--- src/rtl/fpmul_seq_ctrl.sv ---
// fpmul_seq_ctrl: sequential IEEE-754 single multiplier with a valid/ready front end,
// shift-add mantissa datapath retiring BITS_PER_CYC multiplier bits per cycle.
module fpmul_seq_ctrl #(
  parameter int BITS_PER_CYC = 1
) (
  input  logic        clk,
  input  logic        rst_n,
  input  logic        in_valid,
  output logic        in_ready,
  input  logic [31:0] input_a,
  input  logic [31:0] input_b,
  output logic        out_valid,
  input  logic        out_ready,
  output logic [31:0] product,
  output logic [2:0]  flags,
  output logic        busy
);
  localparam int ITER = 24 / BITS_PER_CYC;
  localparam logic [2:0] IDLE = 3'd0, EXP = 3'd1, MUL = 3'd2, NORM = 3'd3, DONE = 3'd4;
  logic [2:0]  state_q, state_d;
  logic [31:0] a_q, a_d, b_q, b_d, product_q, product_d;
  logic [2:0]  flags_q, flags_d;
  logic [9:0]  exp_q, exp_d;
  logic [23:0] mb_q, mb_d;
  logic [47:0] acc_q, acc_d;
  logic [4:0]  cnt_q, cnt_d;
  logic [47:0] pp;
  logic [5:0]  sh;
  logic [9:0]  en;
  logic [22:0] mant;
  logic        s, nan_in, zero_in;
  always_comb begin
    state_d   = state_q;
    a_d       = a_q;
    b_d       = b_q;
    product_d = product_q;
    flags_d   = flags_q;
    exp_d     = exp_q;
    mb_d      = mb_q;
    acc_d     = acc_q;
    cnt_d     = cnt_q;
    s         = a_q[31] ^ b_q[31];
    nan_in    = (&input_a[30:23]) | (&input_b[30:23]);
    zero_in   = (~|input_a[30:23]) | (~|input_b[30:23]);
    pp        = 48'({1'b1, a_q[22:0]}) * 48'(mb_q[BITS_PER_CYC-1:0]);
    sh        = 6'(int'(cnt_q) * BITS_PER_CYC);
    en        = exp_q + {9'b0, acc_q[47]};
    mant      = acc_q[47] ? acc_q[46:24] : acc_q[45:23];
    unique case (state_q)
      IDLE: if (in_valid) begin
        a_d       = input_a;
        b_d       = input_b;
        flags_d   = nan_in ? 3'b100 : 3'b000;
        product_d = nan_in ? 32'h7FC0_0000 : zero_in ? {input_a[31] ^ input_b[31], 31'b0} : product_q;
        state_d   = (nan_in || zero_in) ? DONE : EXP;
      end
      EXP: begin
        exp_d   = {2'b0, a_q[30:23]} + {2'b0, b_q[30:23]} - 10'd127;
        mb_d    = {1'b1, b_q[22:0]};
        acc_d   = '0;
        cnt_d   = '0;
        state_d = MUL;
      end
      MUL: begin
        acc_d   = acc_q + (pp << sh);
        mb_d    = mb_q >> BITS_PER_CYC;
        cnt_d   = cnt_q + 5'd1;
        state_d = (cnt_q == 5'(ITER - 1)) ? NORM : MUL;
      end
      NORM: begin
        // en is signed: overflow and underflow are checked on the two's-complement value
        product_d = ($signed(en) >= 10'sd255) ? {s, 8'hFF, 23'b0} :
                    ($signed(en) <= 10'sd0)   ? {s, 31'b0} : {s, en[7:0], mant};
        flags_d   = ($signed(en) >= 10'sd255) ? 3'b010 : ($signed(en) <= 10'sd0) ? 3'b001 : 3'b000;
        state_d   = DONE;
      end
      DONE: state_d = out_ready ? IDLE : DONE;
      default: state_d = IDLE;
    endcase
  end
  always_ff @(posedge clk or negedge rst_n) begin
    if (!rst_n) begin
      state_q   <= IDLE;
      a_q       <= '0;
      b_q       <= '0;
      product_q <= '0;
      flags_q   <= '0;
      exp_q     <= '0;
      mb_q      <= '0;
      acc_q     <= '0;
      cnt_q     <= '0;
    end else begin
      state_q   <= state_d;
      a_q       <= a_d;
      b_q       <= b_d;
      product_q <= product_d;
      flags_q   <= flags_d;
      exp_q     <= exp_d;
      mb_q      <= mb_d;
      acc_q     <= acc_d;
      cnt_q     <= cnt_d;
    end
  end
  assign in_ready  = state_q == IDLE;
  assign out_valid = state_q == DONE;
  assign busy      = state_q != IDLE;
  assign product   = product_q;
  assign flags     = flags_q;
endmodule
--- config.mk ---
export PLATFORM = sky130hd
export DESIGN_NAME = fpmul_seq_ctrl
export DESIGN_NICKNAME = d
export VERILOG_FILES = /design/src/rtl/fpmul_seq_ctrl.sv
export SDC_FILE = /design/constraint.sdc
export NUM_CORES = 1
export LEC_CHECK = 0
export CORE_ASPECT_RATIO = 0.75
export CORE_MARGIN = 10
export CORE_UTILIZATION = 43
export CTS_BUF_LIST = sky130_fd_sc_hd__clkbuf_2
export DETAILED_ROUTE_END_ITERATION = 10
export GPL_TIMING_DRIVEN = 0
export SLEW_MARGIN = 20
export SYNTH_ARGS = -nofsm -noshare
export SYNTH_HDL_FRONTEND = slang
export SYNTH_SLANG_ARGS = --single-unit
--- constraint.sdc ---
create_clock -name clk -period 13.1 [get_ports clk]
set_clock_uncertainty 0.05 [all_clocks]
set_input_delay 1.31 -clock clk [delete_from_list [all_inputs] [get_ports clk]]
set_output_delay 1.31 -clock clk [all_outputs]
set_load 0.005 [all_outputs]
==> summary.txt, run 1 <==
ys async rst share -> 100%
final core utilization -> 50.0%
largest net degree at the start of global routing -> 98
Syn Inst Count -> 1348
FMAX -> 0.181 GHz
maxcap violations -> 0
antenna violations before repair -> 1
Max-slew headroom -> 21.8%
register area -> 4730 um^2
reg2reg setup slack -> 7.57 ns
Critical Path RT -> 13.79 ns
status -> finished, final reports clean
Crit path max-delay family -> compound AO/OA/AOI/OAI gates
peak supply drop -> 0.0916 mV
Die H -> 166 um
critical path's slowest cell -> buf_1
htree depth -> 4
commonest non-fill, non-tap cell in the layout -> nand2_1
Mapped Avg Cell Area -> 9.01 um^2
Synth top area share -> 38.9%
Hold Fails Final Rpt -> 0
Top FF cell, synth -> dfrtp_1
multi-input logic area -> 7020 um^2
CTS Hold Bufs -> 0
crit end category -> flop
gp weighted congestion -> 0.956
Yosys warning total -> 0
DR WL/cell -> 18.5 um
starting density of the core -> 43.5%
Inst Count DP -> 1839
top post-synthesis cells by area -> dfrtp_1 (39%), nand2_1 (6.9%), ha_1 (6.7%), mux2_2 (6.7%), o21ai_0 (5.8%)
type of the worst setup path -> flop to flop
M1 GR Usage -> 29.0%
total gr overflow -> 0
Vias/cell -> 5.58
Row Count -> 53
# setup viols final -> 0
Finished Layout Cells -> 1872
initial drt markers -> 727
met3 usage -> 4.00%
via count -> 10400
global-route wire length before repair -> 55700 um
IO Pins -> 106
Lkg Pwr -> 6.04 nW
Num CTS Buffers -> 17
Power Dens Cells -> 210 nW/um^2
met2 Track Usage GR -> 28.4%
Worst Path Arrival -> 6.23 ns
maximum root-to-sink buffer count -> 2
# port buffers -> 105
DR pass1 iterations -> 5
Worst-path clk slew -> 0.28 ns
placed cell areas -> 13700 um^2
EDFF count, synth -> 0
Unique masters post-synth -> 73
Post-CTS Resized -> 0
Cell Chain, Critical Path -> buf_2 -> buf_1 -> clkbuf_1 -> mux2i_1 -> nand2_1 -> o211ai_1 -> o21ai_0 -> o21ai_0 -> nor2_1 -> ha_1 -> nand2_1 -> o21ai_0 -> nor2_1 -> and4b_4 -> o31ai_4 -> a31oi_4 -> o41ai_4 -> o31ai_1 -> a211o_1
# Post-CTS Setup Buffers -> 0
DRC Markers -> 0
Final #Nets -> 1608
Layout area overhead -> 14.8%
clk sinks -> 189
sequential area share after synthesis -> 38.9%
cell mode on critical path -> o21ai_0
Core ar. -> 27900 um^2
die width -> 214 um
buffer and inverter count on the worst path -> 3
Die Area -> 35400 um^2
Netlist Area Pre-Place -> 12200 um^2
Tot GR Track Use -> 19.5%
area leader, netlist -> dfrtp_1
fillers -> 2725
Final Cell Area -> 13900 um^2
worst hold path type -> input port to asynchronous set/reset pin
clock period minus worst slack -> 5.53 ns
antenna-violating nets left -> 0
Setup TNS -> 0 ns
clock tree from TritonCTS -> yes
FF-to-FF path depth -> 19
worst slew pin tran -> 1.17 ns
Pins Over Slew Limit -> 0
worst-path maximum fanout -> 10
reg-to-reg critical path endpoint -> acc_q[47]
gr busiest metal -> met1
HPWL Detailed -> 26900 um
period utilization -> 42.2%
Hold Slack -> 0.400 ns
Post-Route WL -> 34600 um
fraction of layout cells with a size suffix above 1 -> 8.75%
Worst R2R Start -> cnt_q[0]
max incr delay on CP -> 0.46 ns
worst skew pair latency -> 0.84 ns
unrepaired setup endpoints after global routing -> no
CP Launch Type -> flop
Root Buffer -> clkbuf_2
vias in the first global route -> 9895
post-synthesis net count -> 1483
commonest non-fill, non-tap cells in the layout -> nand2_1 (224), dfrtp_1 (189), o21ai_0 (141)
Seq cells post-synth -> 189
==> through the flow <==
stage	worst slack [ns]	total power, mW
finish	7.57	2.93
global route	7.22	3.19
CTS	7.66	2.93
detailed placement	7.70	2.63
global placement	2.57	2.60
floorplan	8.86	2.07
==> where the power goes <==
part           internal [mW]  switching, mW  leakage [nW]
sequential             0.817          0.159          2.40
combinational          0.686          0.964          3.50
clock                 0.0746          0.227         0.135
==> cells in the mapped netlist (all sizes together) (13+ instances only) <==
cell type and instances:
nand4 13, mux2i 48, o21bai 17, xor2 28
nor2 77, a31oi 13, o211ai 13, dfrtp 189
o21ai 145, nor3 17, a21oi 64, a22oi 23
xnor2 22, a21o 19, o22ai 15, inv 30
nand3 40, clkbuf 64, nand2 224, mux2 72
ha 65
==> state kept, by name, indices dropped and copies added (netlist names) <==
| register | count |
|---|---|
| state_q | 3 |
| cnt_q | 5 |
| b_q | 32 |
| acc_q | 48 |
| flags | 3 |
| mb_q | 24 |
| a_q | 32 |
| exp_q | 10 |
| product | 32 |
==> cells by family after synthesis <==
kind of cell	Yosys count	share of synthesized area, %
buf+inv	107	3.38
fa+ha+maj	67	7.02
compound gates	382	20.3
simple gates	431	15.8
mux	122	11.0
flops	189	38.9
xor+xnor	50	3.60
==> worst max path at each step <==
| stage | endpoint | slack (ns) | cells past startpoint | from |
|---|---|---|---|---|
| global route | acc_q[41] | 7.22 | 19 | cnt_q[0] |
| floorplan | acc_q[36] | 8.86 | 19 | cnt_q[0] |
| CTS | acc_q[47] | 7.66 | 19 | cnt_q[0] |
| detailed placement | acc_q[47] | 7.70 | 19 | cnt_q[0] |
| global placement | product[4] | 2.57 | 1 | rst_n |
| finish | acc_q[47] | 7.57 | 19 | cnt_q[0] |
==> metal layers <==
layer / wire length (um) / up-vias / part of all wire (%)
li1: - / 5101 / -
met1: 17900 / 5033 / 52
met2: 14100 / 279 / 41
met3: 2000 / 33 / 5.8
met4: 524 / 0 / 1.5
met5: 0 / - / 0
==> worst reg2reg max path: stages, from the launching register on <==
cell	delay, ns
dfrtp_1	0.43
buf_2	0.25
buf_1	0.46
clkbuf_1	0.45
mux2i_1	0.28
nand2_1	0.08
o211ai_1	0.14
o21ai_0	0.18
o21ai_0	0.41
nor2_1	0.12
ha_1	0.41
nand2_1	0.12
o21ai_0	0.38
nor2_1	0.13
and4b_4	0.26
o31ai_4	0.38
a31oi_4	0.19
o41ai_4	0.32
o31ai_1	0.13
a211o_1	0.29
==> final cells by class <==
type                       instances  area share [%]
buffer                            76            2.11
sequential                       189            33.9
clock inverter                    14           0.951
inverter                          31           0.834
tap                              385            3.45
clock buffer                      18           0.646
timing repair buffer             106            7.77
antenna                            1          0.0179
multi-input combinational       1052            50.3
(Power assumes the default switching activity.)
==> run 2: changes to the inputs <==
- clock period: 13.1 -> 5.1 ns (I/O delays scaled with it)
==> summary.txt, run 2 (synthesis gave the netlist of run 1 again) <==
antenna violations before repair -> 1 (unchanged)
largest net degree at the start of global routing -> 98 (unchanged)
Final Worst Setup Slack -> 0.184 ns (-7.38 ns)
Worst-path clk slew -> 0.29 ns (about the same)
total gr overflow -> 0 (unchanged)
clock period minus worst slack -> 4.92 ns (-0.618 ns)
fraction of layout cells with a size suffix above 1 -> 9.86% (+1.1 points)
Num CTS Buffers -> 17 (unchanged)
worst hold path type -> input port to asynchronous set/reset pin
status -> finished, final reports clean
initial drt markers -> 767 (+5.5%)
type of the worst setup path -> flop to flop
CP Launch Type -> flop
DR pass1 iterations -> 5 (unchanged)
commonest non-fill, non-tap cells in the layout -> nand2_1 (224), dfrtp_1 (189), o21ai_0 (126)
clock tree from TritonCTS -> yes
Power Dens Cells -> 539 nW/um^2 (+160%)
DR WL/cell -> 18.5 um (about the same)
fillers -> 2723 (-0.073%)
Vias/cell -> 5.57 (-0.25%)
commonest non-fill, non-tap cell in the layout -> nand2_1
Row Count -> 53 (unchanged)
gp weighted congestion -> 0.956 (unchanged)
combinational share of power -> 56.6% (+0.2 points)
Core ar. -> 27900 um^2 (unchanged)
Pwr Total -> 7.57 mW (+160%)
worst skew pair latency -> 0.84 ns (about the same)
Sequential Power Share -> 33.1% (-0.2 points)
Clock power frac -> 10.2% (about the same)
Setup TNS -> 0 ns (unchanged)
DRC Markers -> 0 (unchanged)
Final #Nets -> 1613 (+0.31%)
die width -> 214 um (unchanged)
starting density of the core -> 43.5% (unchanged)
period utilization -> 96.4% (+54 points)
crit end category -> flop
peak supply drop -> 0.235 mV (+160%)
FF-to-FF path depth -> 20 (+1)
vias in the first global route -> 9902 (+0.071%)
Max-slew headroom -> 22.0% (+0.25 points)
Die H -> 166 um (unchanged)
switch share -> 46.1% (about the same)
maxcap violations -> 0 (unchanged)
worst-path maximum fanout -> 10 (unchanged)
switching power -> 3.49 mW (+160%)
# port buffers -> 105 (unchanged)
worst slew pin tran -> 1.17 ns (-0.00371 ns)
antenna-violating nets left -> 0 (unchanged)
IO Pins -> 106 (unchanged)
reg2reg setup slack -> 0.18 ns (-7.38 ns)
# setup viols final -> 0 (unchanged)
Die Area -> 35400 um^2 (unchanged)
final core utilization -> 50.3% (+0.34 points)
Hold Fails Final Rpt -> 0 (unchanged)
Root Buffer -> clkbuf_2
Critical Path RT -> 5.77 ns (-8.02 ns)
Pins Over Slew Limit -> 0 (unchanged)
pre-CTS setup slack -> -0.296 ns (-8.00 ns)
Worst R2R Start -> cnt_q[0]
placed cell areas -> 13700 um^2 (unchanged)
HPWL Detailed -> 26900 um (unchanged)
htree depth -> 4 (unchanged)
Biggest register -> acc_q
max reg flops -> 48 (unchanged)
Tot GR Track Use -> 19.5% (about the same)
design internal power -> 4.08 mW (+160%)
clk sinks -> 189 (unchanged)
reg-to-reg critical path endpoint -> acc_q[38]
maximum root-to-sink buffer count -> 2 (unchanged)
Lkg Pwr -> 6.08 nW (+0.71%)
Layout area overhead -> 15.5%
Worst Path Arrival -> 5.58 ns (-0.65 ns)
Final Cell Area -> 14000 um^2 (+0.67%)
global-route wire length before repair -> 55800 um (about the same)
via count -> 10400 (+0.019%)
Post-Route WL -> 34700 um (+0.35%)
FMAX -> 0.203 GHz (+13%)
[run 2: changes by cell type in the layout (fill, tap and decap cells not counted), sizes merged]
cell	before	now
buf	14	16
clkbuf	82	84
dlygate4sd3	0	1
[run 2: what timing repair did]
| action | in CTS | in global routing |
|---|---|---|
| hold buffers | 1 | 0 |
| pin swaps | 0 | 4 |
| setup buffers | 0 | 4 |
| gates resized for setup | 3 | 30 |
| hold endpoints to repair | 92 | 0 |
| setup endpoints to repair | 16 | 20 |
[run 2: through the flow]
step | hold WS (ns) | instances
floorplan | 0.164 | 1348
global placement | 0.410 | 1838
detailed placement | 0.415 | 1839
CTS | 0.157 | 1872
global route | 0.152 | 1877
finish | 0.191 | 1877
[run 2: worst max path at each step]
stage / startpoint / end / slack, ns / cells after the start
6_report: cnt_q[0] / acc_q[38] / 0.18 / 20
5_1_grt: mb_q[0] / acc_q[38] / -0.004 / 17
4_1_cts: cnt_q[0] / acc_q[38] / 0.03 / 19
3_5_place_dp: cnt_q[0] / acc_q[47] / -0.30 / 19
3_3_place_gp: rst_n / product[4] / -4.63 / 1
2_1_floorplan: cnt_q[0] / acc_q[36] / 0.86 / 19
[run 2: final cells by class]
| cell class | count | area, um^2 | share of cell area [%] |
|---|---|---|---|
| Multi-Input combinational cell | 1052 | 7060 | 50.3 |
| Sequential cell | 189 | 4730 | 33.7 |
| Timing Repair Buffer | 111 | 1120 | 8.00 |
| Tap cell | 385 | 482 | 3.43 |
| Buffer | 76 | 305 | 2.17 |
| Clock inverter | 14 | 133 | 0.945 |
| Inverter | 31 | 116 | 0.829 |
| Clock buffer | 18 | 90.1 | 0.642 |
| Antenna cell | 1 | 2.50 | 0.0178 |
[run 2: per-layer routing]
layer  share of wire, %  wire, um  GRT usage [%]  vias up
li1                   -         -              -     5120
met1                 52     18100           29.0     5036
met2                 41     14300           28.5      259
met3                5.4      1860           4.00       33
met4                1.5       509           4.53        0
met5                  0         0              0        -
[run 2: worst max-delay path, stage by stage (launching register included)]
cell	delay, ns
dfrtp_1	0.43
clkbuf_4	0.22
clkbuf_4	0.25
mux2_2	0.37
nand2_1	0.07
o21ai_0	0.16
nand3_1	0.13
o21ai_0	0.16
o21ai_1	0.36
nor2_1	0.16
ha_1	0.40
and4_1	0.25
and2b_4	0.18
o211ai_2	0.11
a2111oi_4	0.10
buf_4	0.17
o21ai_2	0.21
a21oi_2	0.13
a211o_1	0.31
a211o_1	0.31
a32o_1	0.27
[run 2: power by group through the flow]
| stage | Clock [mW] | Combinational (mW) | Sequential [mW] |
|---|---|---|---|
| 2_1_floorplan | 0 | 2.89 | 2.42 |
| 3_3_place_gp | 0 | 4.16 | 2.52 |
| 3_5_place_dp | 0 | 4.21 | 2.54 |
| 4_1_cts | 0.805 | 4.22 | 2.51 |
| 5_1_grt | 0.854 | 4.79 | 2.59 |
| 6_report | 0.776 | 4.29 | 2.51 |
